[config.mk]
export PLATFORM = sky130hd
export DESIGN_NAME = pwm_multi
export DESIGN_NICKNAME = d
export VERILOG_FILES = /design/src/rtl/pwm_multi.sv
export SDC_FILE = /design/constraint.sdc
export NUM_CORES = 1
export LEC_CHECK = 0
export CAP_MARGIN = 20
export CORE_MARGIN = 2
export CORE_UTILIZATION = 55
export DETAILED_ROUTE_END_ITERATION = 10
export PLACE_DENSITY = 0.79
export SLEW_MARGIN = 10
export SYNTH_ARGS = -nofsm -noshare
export SYNTH_HDL_FRONTEND = slang
export SYNTH_SLANG_ARGS = --single-unit
[constraint.sdc]
create_clock -name mclk -period 8.19 [get_ports mclk]
set_input_delay 1.638 -clock mclk [delete_from_list [all_inputs] [get_ports mclk]]
set_output_delay 1.638 -clock mclk [all_outputs]
set_load 0.005 [all_outputs]
[src/rtl/pwm_multi.sv]
`default_nettype none
// ============================================================================
// Module   : pwm_multi
// Purpose  : NCH-channel PWM generator with boundary-buffered high/low reload,
//            one-shot, inversion, per-period done pulse and global sync.
// Revision : 1.0 - initial release
// ============================================================================
module pwm_multi #(
    parameter int NCH   = 4,
    parameter int WIDTH = 16
) (
    input  logic                 mclk,
    input  logic                 h_reset,
    input  logic                 pulse1m_mclk,
    input  logic [NCH-1:0]       cfg_pwm_enb,
    input  logic [NCH-1:0]       cfg_pwm_oneshot,
    input  logic [NCH-1:0]       cfg_pwm_inv,
    input  logic [NCH*WIDTH-1:0] cfg_pwm_high,
    input  logic [NCH*WIDTH-1:0] cfg_pwm_low,
    input  logic [NCH-1:0]       cfg_pwm_upd,
    input  logic                 cfg_pwm_sync,
    output logic [NCH-1:0]       waveform,
    output logic [NCH-1:0]       pwm_done
);

    typedef enum logic [1:0] {
        S_IDLE = 2'd0,
        S_HIGH = 2'd1,
        S_LOW  = 2'd2,
        S_DONE = 2'd3
    } state_t;

    localparam logic [WIDTH-1:0] c_one = WIDTH'(1);

    for (genvar c = 0; c < NCH; c++) begin : g_ch
        state_t           r_state;
        logic [WIDTH-1:0] r_cnt;
        logic [WIDTH-1:0] r_act_high;
        logic [WIDTH-1:0] r_act_low;
        logic             r_upd_pend;
        logic             r_wave;
        logic             r_waveform;
        logic             r_done;
        logic [WIDTH-1:0] w_cfg_high;
        logic [WIDTH-1:0] w_cfg_low;
        logic             w_cnt_zero;

        assign w_cfg_high = cfg_pwm_high[c*WIDTH +: WIDTH];
        assign w_cfg_low  = cfg_pwm_low[c*WIDTH +: WIDTH];
        assign w_cnt_zero = (r_cnt == '0);

        // The output register follows the next raw wave, so every wave change
        // and every inversion toggle reaches the pin on the same edge.
        always_ff @(posedge mclk or posedge h_reset) begin
            if (h_reset) begin
                r_state    <= S_IDLE;
                r_cnt      <= '0;
                r_act_high <= '0;
                r_act_low  <= '0;
                r_upd_pend <= 1'b0;
                r_wave     <= 1'b0;
                r_waveform <= 1'b0;
                r_done     <= 1'b0;
            end else begin
                r_done     <= 1'b0;
                r_waveform <= r_wave ^ cfg_pwm_inv[c];
                if (cfg_pwm_upd[c]) begin
                    r_upd_pend <= 1'b1;
                end
                if (r_state == S_IDLE) begin
                    r_act_high <= w_cfg_high;
                    r_act_low  <= w_cfg_low;
                end

                if (!cfg_pwm_enb[c]) begin
                    r_state    <= S_IDLE;
                    r_cnt      <= '0;
                    r_wave     <= 1'b0;
                    r_waveform <= cfg_pwm_inv[c];
                    r_upd_pend <= 1'b0;
                end else if (cfg_pwm_sync && (r_state != S_DONE)) begin
                    r_act_high <= w_cfg_high;
                    r_act_low  <= w_cfg_low;
                    r_cnt      <= w_cfg_high;
                    r_wave     <= 1'b1;
                    r_waveform <= ~cfg_pwm_inv[c];
                    r_state    <= S_HIGH;
                    r_upd_pend <= 1'b0;
                end else if (pulse1m_mclk) begin
                    case (r_state)
                        S_IDLE: begin
                            r_cnt      <= w_cfg_high;
                            r_wave     <= 1'b1;
                            r_waveform <= ~cfg_pwm_inv[c];
                            r_state    <= S_HIGH;
                        end
                        S_HIGH: begin
                            if (!w_cnt_zero) begin
                                r_cnt <= r_cnt - c_one;
                            end else begin
                                r_cnt      <= r_act_low;
                                r_wave     <= 1'b0;
                                r_waveform <= cfg_pwm_inv[c];
                                r_state    <= S_LOW;
                            end
                        end
                        S_LOW: begin
                            if (!w_cnt_zero) begin
                                r_cnt <= r_cnt - c_one;
                            end else begin
                                r_done <= 1'b1;
                                if (cfg_pwm_oneshot[c]) begin
                                    r_wave     <= 1'b0;
                                    r_waveform <= cfg_pwm_inv[c];
                                    r_state    <= S_DONE;
                                end else begin
                                    r_wave     <= 1'b1;
                                    r_waveform <= ~cfg_pwm_inv[c];
                                    r_state    <= S_HIGH;
                                    // An update request arriving on this very edge is consumed here.
                                    if (r_upd_pend || cfg_pwm_upd[c]) begin
                                        r_act_high <= w_cfg_high;
                                        r_act_low  <= w_cfg_low;
                                        r_cnt      <= w_cfg_high;
                                        r_upd_pend <= 1'b0;
                                    end else begin
                                        r_cnt <= r_act_high;
                                    end
                                end
                            end
                        end
                        default: begin
                            r_wave     <= 1'b0;
                            r_waveform <= cfg_pwm_inv[c];
                        end
                    endcase
                end
            end
        end

        assign waveform[c] = r_waveform;
        assign pwm_done[c] = r_done;
    end

endmodule
`default_nettype wire

==> metrics.md <==
| Metric | Value |
|---|---|
| Outcome | finished, final reports clean |
| Die Footprint | 0.0249 mm² |
| Critical Path Max Stage Delay | 0.64 ns |
| Post-cts sizing count | 0 |
| Critical Path Source | cfg_pwm_sync |
| Crit path depth | 6 |
| Initial antenna violation count | 0 |
| RSZ-0062 raised after global routing | false |
| Post-route clock period utilization | 0.468 |
| Clk slew on worst S/H paths | 0.06 ns |
| Hold Crit Class | reg2reg |
| Seq/Total Area, Yosys | 0.415 |
| DRC violations left | 0 |
| Post-synth top flop | dfrtp_1 |
| H-tree levels | 1 |
| P&R area growth vs syn | 18.9% |
| Pin count of the biggest net entering global routing | 145 |
| Max-cap violations | 0 |
| Reg2reg setup slack | 4.57 ns |
| Clock Latency Late Sink | 0.51 ns |
| Core area | 0.0233 mm² |
| Setup Viol. Count Final | 0 |
| # rows | 56 |
| # Post-CTS Setup Buffers | 0 |
| YS warnings | 0 |
| Seq cells post-synth | 216 |
| Commonest non-fill, non-tap cell in the layout | dfrtp_1 |
| Post-synth EDFFs | 0 |
| Overall global routing resource usage | 0.257 |
| GRT overflow | 0 |
| Min cycle time layout | 3.84 ns |
| Worst slew margin | 0.270 |
| Die H | 158 µm |
| Startpoint types | input pin |
| FFs w/ async S/R, synth | 1.00 |
| First-pass GRT wire length | 52.6 mm |
| CTS Hold Bufs | 0 |
| R2R depth | 7 |
| Gpl congestion | 0.879 |
| Crit path max-delay cell type | clkdlybuf4s50_1 |
| CP Class | in2reg |
| Max VDD drop | 0.000156 V |
| Buffers on Ports | 155 |
| Initial core utilization | 0.558 |
| Syn_nets | 1474 |
| Worst setup path end | g_ch[1].r_act_high[15] |
| Via/cell ratio | 6.18 |
| Hold Vio Cnt, Final | 0 |
| Placed Area | 0.0147 mm² |
| Final instance area | 0.0155 mm² |
| Max FO, Critical Path | 18 |
| Setup TNS | 0 ns |
| CTS tree | yes |
| Share of layout cells above drive strength 1 | 0.181 |
| Family with the most delay on the worst path | buffers and inverters |
| Cell area after synthesis | 0.0130 mm² |
| Mean post-synth cell area | 10.0 µm² |
| Chip Width | 158 µm |
| Synth unique cells | 74 |
| Fillcell total | 1884 |
| Max Fclk | 261 MHz |
| TritonCTS Buffers | 24 |
| I/O pins | 156 |
| Final ANT Viol Nets | 0 |
| Crit. End Element | flip-flop |
| Leak | 6.09 nW |
| Clk_skew | 0.0103 ns |
| Routed via count | 10800 |
| Synthesized netlist cell count | 1302 |
| Crit path buffers/inverters | 2 |
| Pwr dens | 193 mW/mm² |
| Worst path cell trace | clkdlybuf4s50_1 -> nand2b_1 -> o41ai_4 -> a21oi_4 -> buf_4 -> mux2_2 |
| Power Total | 2.99 mW |
| Reg-to-Reg End | g_ch[0].r_cnt[5] |
| DRT Pass-1 Iters | 5 |
| Hold slack final | 0.497 ns |
| Critical path required time | 8.59 ns |
| Clk root buf | clkbuf_16 |
| Final Net Count | 1577 |
| Worst r2r src | g_ch[0].r_cnt[0] |
| Fin. max-slew vios | 0 |
| Worst hold path cell count | 1 |
| Sink Count | 216 |
| Clock buffer depth | 3 |
| Vias in the first global route | 10500 |
| Most frequent cells in the layout | dfrtp_1, mux2_2, clkdlybuf4s50_1 |
| DR WL/cell | 18.6 µm |
| Final wirelength | 32.4 mm |
| Initial DRC Count | 761 |
| Crit path DAT | 4.23 ns |
| Worst Tran Pin Value | 1.09 ns |
| Post-DP HPWL | 21.5 mm |
-- worst min path at each step --
stage	startpoint	endpoint	slack [ns]
after global placement	g_ch[2].r_act_high[10]	g_ch[2].r_act_high[10]	0.48
after floorplan	g_ch[2].r_act_low[5]	g_ch[2].r_act_low[5]	0.46
final	g_ch[2].r_act_low[5]	g_ch[2].r_act_low[5]	0.50
after CTS	g_ch[2].r_act_low[5]	g_ch[2].r_act_low[5]	0.50
after detailed placement	g_ch[2].r_act_low[5]	g_ch[2].r_act_low[5]	0.49
after global routing	g_ch[2].r_act_low[5]	g_ch[2].r_act_low[5]	0.51
-- area by class of cell --
type                    count  area, µm²  share of cell area
well taps                 319        399              0.0258
clock inverters             2       35.0             0.00226
multi-input cells         975       7160               0.463
diodes                      2       5.00            0.000323
inverters                  22       90.1             0.00582
flip-flops and latches    216       5410               0.349
repair buffers            166       1650               0.107
clock buffers              38        734              0.0474
-- flip-flops by register name (all words and copies together) (netlist names) --
register,count
g_ch.r_act_low,64
g_ch.r_wave,4
g_ch.r_done,4
g_ch.r_waveform,4
g_ch.r_state,8
g_ch.r_upd_pend,4
g_ch.r_cnt,64
g_ch.r_act_high,64
-- layer usage --
| metal | vias up | part of all wire | track usage |
|---|---|---|---|
| met4 | 0 | 0.024 | 0.0766 |
| met5 | - | 0 | 0 |
| met2 | 363 | 0.47 | 0.421 |
| li1 | 5074 | - | - |
| met1 | 5260 | 0.45 | 0.356 |
| met3 | 60 | 0.055 | 0.0378 |
-- per-stage QoR --
step | cells | utilization | setup slack (ns)
2_1_floorplan | 1302 | - | 0.644
3_3_place_gp | 1696 | 0.629 | 3.98
3_5_place_dp | 1696 | 0.629 | 3.88
4_1_cts | 1736 | 0.662 | 4.41
5_1_grt | 1738 | 0.664 | 4.23
6_report | 1740 | 0.664 | 4.35
-- cell usage after synthesis (16+ instances only) --
cell type	n	area (µm²)
dfrtp_1	216	5410
mux2_2	159	1790
o21ai_0	124	621
nand2_1	100	375
a21oi_1	87	435
clkbuf_1	61	229
nor2_1	59	221
a22oi_1	42	315
mux2_4	30	450
nor3_1	27	135
ha_1	24	300
inv_1	22	82.6
xor2_1	21	184
nand3_1	20	100
o22ai_1	19	119
o31ai_1	19	143
xnor2_1	18	158
o211ai_1	17	128
buf_2	16	80.1
nor4_1	16	100
-- power by group --
group / switching, mW / internal (mW) / total, mW
Clock: 0.427 / 0.639 / 1.07
Sequential: 0.0888 / 1.17 / 1.26
Combinational: 0.335 / 0.326 / 0.661
-- cells by family (layout without fill, tap and decap cells) --
family	Yosys count	count (layout)	share of synthesized area
buf+inv	111	228	0.0377
flops	216	216	0.415
compound gates	406	406	0.198
simple gates	310	310	0.122
fa+ha+maj	24	24	0.0231
other cells	0	2	0
xor+xnor	39	39	0.0262
mux	196	196	0.178
Note: power is estimated with default switching activity, not from simulation.
